### config.mk
export PLATFORM = sky130hd
export DESIGN_NAME = bin2bcd_seq_flat
export DESIGN_NICKNAME = d
export VERILOG_FILES = /design/src/rtl/bin2bcd_seq_if.sv /design/src/rtl/bin2bcd_seq.sv /design/src/flat_wrapper.sv
export SDC_FILE = /design/constraint.sdc
export NUM_CORES = 1
export LEC_CHECK = 0
export ABC_AREA = 1
export CAP_MARGIN = 0
export CORE_UTILIZATION = 27
export DETAILED_ROUTE_END_ITERATION = 10
export GPL_ROUTABILITY_DRIVEN = 0
export SLEW_MARGIN = 20
export SYNTH_ARGS = -nofsm -noshare
export SYNTH_HDL_FRONTEND = slang
export SYNTH_SLANG_ARGS = --single-unit
### constraint.sdc
create_clock -name clk -period 1.3 [get_ports clk]
set_input_delay 0.195 -clock clk [delete_from_list [all_inputs] [get_ports clk]]
set_output_delay 0.195 -clock clk [all_outputs]
set_load 0.02 [all_outputs]
### src/rtl/bin2bcd_seq_if.sv
`default_nettype none
// ============================================================================
// Module      : bin2bcd_seq_if
// Description : Input/output handshake bundle for the bin2bcd_seq converter.
// Revision    : 1.0
// ============================================================================
interface bin2bcd_seq_if #(
  parameter int BIN_W  = 8,
  parameter int DIGITS = 3
);
  logic                  in_valid;
  logic                  in_ready;
  logic [BIN_W-1:0]      bin_in;
  logic                  out_valid;
  logic                  out_ready;
  logic [4*DIGITS-1:0]   bcd_out;
  logic                  sign_out;
  logic                  busy;

  modport master (
    output in_valid, bin_in, out_ready,
    input  in_ready, out_valid, bcd_out, sign_out, busy
  );

  modport slave (
    input  in_valid, bin_in, out_ready,
    output in_ready, out_valid, bcd_out, sign_out, busy
  );
endinterface
`default_nettype wire

### src/rtl/bin2bcd_seq.sv
`default_nettype none
// ============================================================================
// Module      : bin2bcd_seq
// Description : Iterative double-dabble binary-to-BCD converter, one bit/clock,
//               valid/ready on both sides, optional sign+magnitude mode.
// Revision    : 1.0
// ============================================================================
module bin2bcd_seq #(
  parameter int BIN_W  = 8,
  parameter int DIGITS = 3,
  parameter int SIGNED = 0
) (
  input wire clk,
  input wire rst,
  bin2bcd_seq_if.slave bus
);

  localparam int c_bcd_w = 4 * DIGITS;
  localparam int c_cnt_w = $clog2(BIN_W + 1);

  localparam logic [1:0] c_st_idle  = 2'd0;
  localparam logic [1:0] c_st_shift = 2'd1;
  localparam logic [1:0] c_st_done  = 2'd2;

  // Exact check for narrow inputs, log10(2) bound once 2**bw overflows 64 bits.
  function automatic bit f_digits_fit(input int bw, input int dg);
    longint unsigned p;
    longint unsigned lim;
    if (bw >= 60) begin
      return (longint'(dg) * 100000) >= (longint'(bw) * 30103);
    end
    p   = 1;
    lim = longint'(1) << bw;
    for (int i = 0; i < dg; i++) begin
      if (p >= lim) break;
      p = p * 10;
    end
    return p >= lim;
  endfunction

  generate
    if (BIN_W < 2) begin : g_bad_width
      $error("bin2bcd_seq: BIN_W must be at least 2");
    end
    if (!f_digits_fit(BIN_W, DIGITS)) begin : g_bad_digits
      $error("bin2bcd_seq: DIGITS too small for BIN_W");
    end
  endgenerate

  logic [1:0]          r_state;
  logic [1:0]          w_state_nxt;
  logic [BIN_W-1:0]    r_shift;
  logic [c_bcd_w-1:0]  r_bcd;
  logic [c_cnt_w-1:0]  r_cnt;
  logic                r_sign;

  logic                w_in_ready;
  logic                w_out_valid;
  logic                w_busy;
  logic                w_accept;
  logic                w_sign;
  logic [BIN_W-1:0]    w_mag;
  logic [c_bcd_w-1:0]  w_adj;

  assign w_accept = bus.in_valid && w_in_ready;

  // Two's-complement negate keeps the most-negative value as 2**(BIN_W-1).
  assign w_sign = (SIGNED != 0) && bus.bin_in[BIN_W-1];
  assign w_mag  = w_sign ? (~bus.bin_in + {{(BIN_W-1){1'b0}}, 1'b1}) : bus.bin_in;

  generate
    for (genvar gi = 0; gi < DIGITS; gi++) begin : g_digit
      assign w_adj[4*gi +: 4] = (r_bcd[4*gi +: 4] >= 4'd5) ? (r_bcd[4*gi +: 4] + 4'd3)
                                                           : r_bcd[4*gi +: 4];
    end
  endgenerate

  always_ff @(posedge clk) begin
    if (rst) begin
      r_state <= c_st_idle;
    end else begin
      r_state <= w_state_nxt;
    end
  end

  always_comb begin
    w_state_nxt = r_state;
    case (r_state)
      c_st_idle:  if (bus.in_valid) w_state_nxt = c_st_shift;
      c_st_shift: if (r_cnt == c_cnt_w'(1)) w_state_nxt = c_st_done;
      c_st_done:  if (bus.out_ready) w_state_nxt = c_st_idle;
      default:    w_state_nxt = c_st_idle;
    endcase
  end

  always_comb begin
    w_in_ready  = 1'b0;
    w_out_valid = 1'b0;
    w_busy      = 1'b0;
    case (r_state)
      c_st_idle:  w_in_ready  = !rst;
      c_st_shift: w_busy      = 1'b1;
      c_st_done:  w_out_valid = 1'b1;
      default:    w_in_ready  = 1'b0;
    endcase
  end

  always_ff @(posedge clk) begin
    if (rst) begin
      r_shift <= '0;
      r_bcd   <= '0;
      r_cnt   <= '0;
      r_sign  <= 1'b0;
    end else if (w_accept) begin
      r_shift <= w_mag;
      r_bcd   <= '0;
      r_cnt   <= c_cnt_w'(BIN_W);
      r_sign  <= w_sign;
    end else if (r_state == c_st_shift) begin
      r_bcd   <= {w_adj[c_bcd_w-2:0], r_shift[BIN_W-1]};
      r_shift <= {r_shift[BIN_W-2:0], 1'b0};
      r_cnt   <= r_cnt - c_cnt_w'(1);
    end
  end

  assign bus.in_ready  = w_in_ready;
  assign bus.out_valid = w_out_valid;
  assign bus.busy      = w_busy;
  assign bus.bcd_out   = r_bcd;
  assign bus.sign_out  = r_sign;

endmodule
`default_nettype wire

### src/flat_wrapper.sv
// flat-port wrapper written by rule: the top's interface ports become plain ports
module bin2bcd_seq_flat 
#(
  parameter int BIN_W  = 8,
  parameter int DIGITS = 3,
  parameter int SIGNED = 0
)
  (clk, rst, bus_in_valid, bus_bin_in, bus_out_ready, bus_in_ready, bus_out_valid, bus_bcd_out, bus_sign_out, bus_busy);
  bin2bcd_seq_if #(.BIN_W(BIN_W), .DIGITS(DIGITS)) bus_i ();
  input wire clk;
  input wire rst;
  input wire logic [$bits(bus_i.in_valid)-1:0] bus_in_valid;
  input wire logic [$bits(bus_i.bin_in)-1:0] bus_bin_in;
  input wire logic [$bits(bus_i.out_ready)-1:0] bus_out_ready;
  output wire logic [$bits(bus_i.in_ready)-1:0] bus_in_ready;
  output wire logic [$bits(bus_i.out_valid)-1:0] bus_out_valid;
  output wire logic [$bits(bus_i.bcd_out)-1:0] bus_bcd_out;
  output wire logic [$bits(bus_i.sign_out)-1:0] bus_sign_out;
  output wire logic [$bits(bus_i.busy)-1:0] bus_busy;
  assign bus_i.in_valid = bus_in_valid;
  assign bus_i.bin_in = bus_bin_in;
  assign bus_i.out_ready = bus_out_ready;
  assign bus_in_ready = bus_i.in_ready;
  assign bus_out_valid = bus_i.out_valid;
  assign bus_bcd_out = bus_i.bcd_out;
  assign bus_sign_out = bus_i.sign_out;
  assign bus_busy = bus_i.busy;
  bin2bcd_seq #(.BIN_W(BIN_W), .DIGITS(DIGITS), .SIGNED(SIGNED)) u_core (.clk(clk), .rst(rst), .bus(bus_i));
endmodule
==> summary.md <==
| Metric | Value |
|---|---|
| Crit start category | register |
| Power Total | 1.94 mW |
| Most frequent cells in the layout | nand2_1, nor2_1, inv_1, nand3_1, dfxtp_1 |
| Share of cells above drive strength 1 | 0.183 |
| Sinks on the clock net | 26 |
| Overall die width | 75.4 µm |
| Post-Synth Simple-Gate Area | 0.323 |
| GRT Total Usage | 0.118 |
| Leak pwr | 0.957 nW |
| Tcrit/Tclk final | 0.935 |
| CTS buffer count | 3 |
| Fin crit period | 1.22 ns |
| Inst Count DP | 334 |
| Root buf cell | clkbuf_8 |
| Mux cell area share after synthesis | 0 |
| Fmax | 823 MHz |
| Reg-to-Reg End | u_core.r_shift[5] |
| Hold Path Depth | 2 |
| Fin cells | 338 |
| Port bufs | 26 |
| DRT Wirelength | 3.10 mm |
| RSZ-0062 raised after global routing | true |
| Syn nets | 245 |
| Clk Latency, worst-skew pair | 0.27 ns |
| DRC violations left | 0 |
| Pwr Density | 995 nW/µm² |
| CP arrival | 1.38 ns |
| Vias | 1,432 |
| Area contributors post-synth | dfxtp_1, nand2_1, inv_1, nor2_1, nand3_1 |
| Crit. End Element | register |
| Area grow syn2layout | 34.0% |
| Synth Area in XOR/XNOR | 0 |
| Required @ worst endpoint | 1.47 ns |
| Post-DP HPWL | 2.36 mm |
| Vias/cell | 4.24 |
| Register bit count reported by yosys | 26 |
| Synth Area per Inst | 6.47 µm² |
| Clk_skew | 0.00539 ns |
| Hold_ws | 0.466 ns |
| Wirelength per Cell | 9.16 µm |
| Rows | 26 |
| Status | completed |
| Leading area contributor after synthesis | dfxtp_1 |
| R2r startpoint | u_core.r_state[0] |
| Drt initial violations | 87 |
| Max clock buf depth | 2 |
| Register area share after synthesis | 0.357 |
| Antenna cell count | 0 |
| Final hold violations | 0 |
| Post-Syn Instances | 225 |
| Final Max Tran Viols | 0 |
| Unique cell type count in the Yosys netlist | 19 |
| DR pass1 iterations | 4 |
| Die area | 5690 µm² |
| I/O pins | 28 |
| Most common cell after layout, fill and taps aside | nand2_1 |
| Yosys Warn Count | 0 |
| Die height | 75.4 µm |
| Reg2Reg Depth | 6 |
| CP Class | register to register |
| Vias in the first global route | 1,240 |
| CP max FO | 6 |
| First-pass GRT wire length | 5.29 mm |
| CTS tree | yes |
| Grt ovf | 0 |
| CTS clk-pin slew, worst paths | 0.08 ns |
| Post-synth top area share | 0.357 |
| DRT antenna net count | 0 |
| Class of the worst hold path | register to register |
| Fill cells | 590 |
| Cell Area, Synth | 1460 µm² |
| Starting Density | 0.283 |
| H-Tree Depth | 1 |
| Complex-gate fraction of the synthesized area | 0.110 |
| Synth Area in Adders | 0.0687 |
| Combinational family with the most area after synthesis | simple AND/OR/NAND/NOR gates |
| Max IR drop VDD | 0.530 mV |
| Largest net degree at the start of global routing | 26 |
| Core outline area | 5140 µm² |
| CP startpoint | u_core.r_state[0] |
| Post CTS Setup Buffer Count | 0 |
| Final #Nets | 289 |
| Crit path capture | u_core.r_shift[5] |
| Max Cap Viol | 0 |
| Setup Viol. Count Final | 0 |
| Initial antenna violation count | 0 |
| Flop-to-flop setup slack | 0.08 ns |
[cell usage after synthesis]
cell type / n
nor2_2: 1
nor3_1: 2
o21ai_0: 6
inv_1: 36
buf_4: 1
a21oi_1: 13
nand3_1: 23
nor2_1: 34
buf_2: 2
dfxtp_1: 26
nor2_4: 1
inv_2: 4
nand2_2: 1
nand2_1: 49
ha_1: 8
buf_6: 3
conb_1: 1
nand3_2: 1
o21ai_1: 13
[cell families (layout without fill, tap and decap cells)]
logic type | count (synthesis) | count (layout)
AND/OR/NAND/NOR | 112 | 112
buffers and inverters | 46 | 89
AO/OA/AOI/OAI | 32 | 32
flip-flops | 26 | 26
adder cells (fa/ha/maj) | 8 | 8
other | 1 | 1
[routing by layer]
layer,wire (µm),track usage,share of wire,vias to the layer above
met5,0,0,0,-
met4,6,0.0123,0.0019,0
met3,112,0.0317,0.036,2
met2,1370,0.196,0.44,30
met1,1610,0.158,0.52,621
li1,-,-,-,779
[registers in the layout, indices dropped and copies added, names as in the netlist]
signal              count
u_core.bus.bcd_out     12
u_core.r_cnt            4
u_core.r_shift          8
u_core.r_state          2
[per-stage QoR]
stage / setup TNS (ns) / setup slack, ns / util / instance area (µm²)
CTS: 0 / 0.00202 / 0.377 / 1940
floorplan: 0 / 0.0145 / - / 1460
detailed placement: -1.98 / -0.276 / 0.370 / 1900
global placement: -1.96 / -0.277 / 0.370 / 1900
global route: -0.128 / -0.0469 / 0.380 / 1950
finish: 0 / 0.0847 / 0.380 / 1950
[worst min path at each step]
| stage | slack [ns] | to | start |
|---|---|---|---|
| global route | 0.49 | u_core.r_shift[0] | bus_bin_in[0] |
| global placement | 0.45 | u_core.r_shift[0] | u_core.r_shift[0] |
| CTS | 0.47 | u_core.r_shift[0] | u_core.r_shift[0] |
| finish | 0.47 | u_core.r_shift[0] | u_core.r_shift[0] |
| detailed placement | 0.46 | u_core.r_shift[0] | u_core.r_shift[0] |
| floorplan | 0.26 | u_core.r_shift[0] | rst |
[area by class of cell]
| class | count | area, µm² | area share |
|---|---|---|---|
| multi-input cells | 153 | 752 | 0.385 |
| clock buffers | 4 | 55.1 | 0.0282 |
| repair buffers | 45 | 377 | 0.193 |
| inverters | 40 | 150 | 0.0769 |
| flip-flops and latches | 26 | 531 | 0.272 |
| well taps | 70 | 87.6 | 0.0449 |
[power by group]
group          switching, mW  internal (mW)  leakage, nW
logic                  0.302          0.221        0.714
clock network          0.253          0.271       0.0288
registers             0.0395          0.856        0.215
total                  0.594           1.35        0.957
[repair_timing]
| action | in CTS | in global routing |
|---|---|---|
| endpoints found under the setup margin | 16 | 15 |
| resized for setup | 25 | 14 |
| hold buffers | 0 | 0 |
[worst max-delay path: stages (launching register included)]
cell	delay, ns
dfxtp_2	0.35
buf_4	0.15
nor2_2	0.10
nand3_2	0.14
buf_4	0.19
nor2_1	0.12
nor2_1	0.06
No activity file was read; power rests on OpenSTA's default activity.
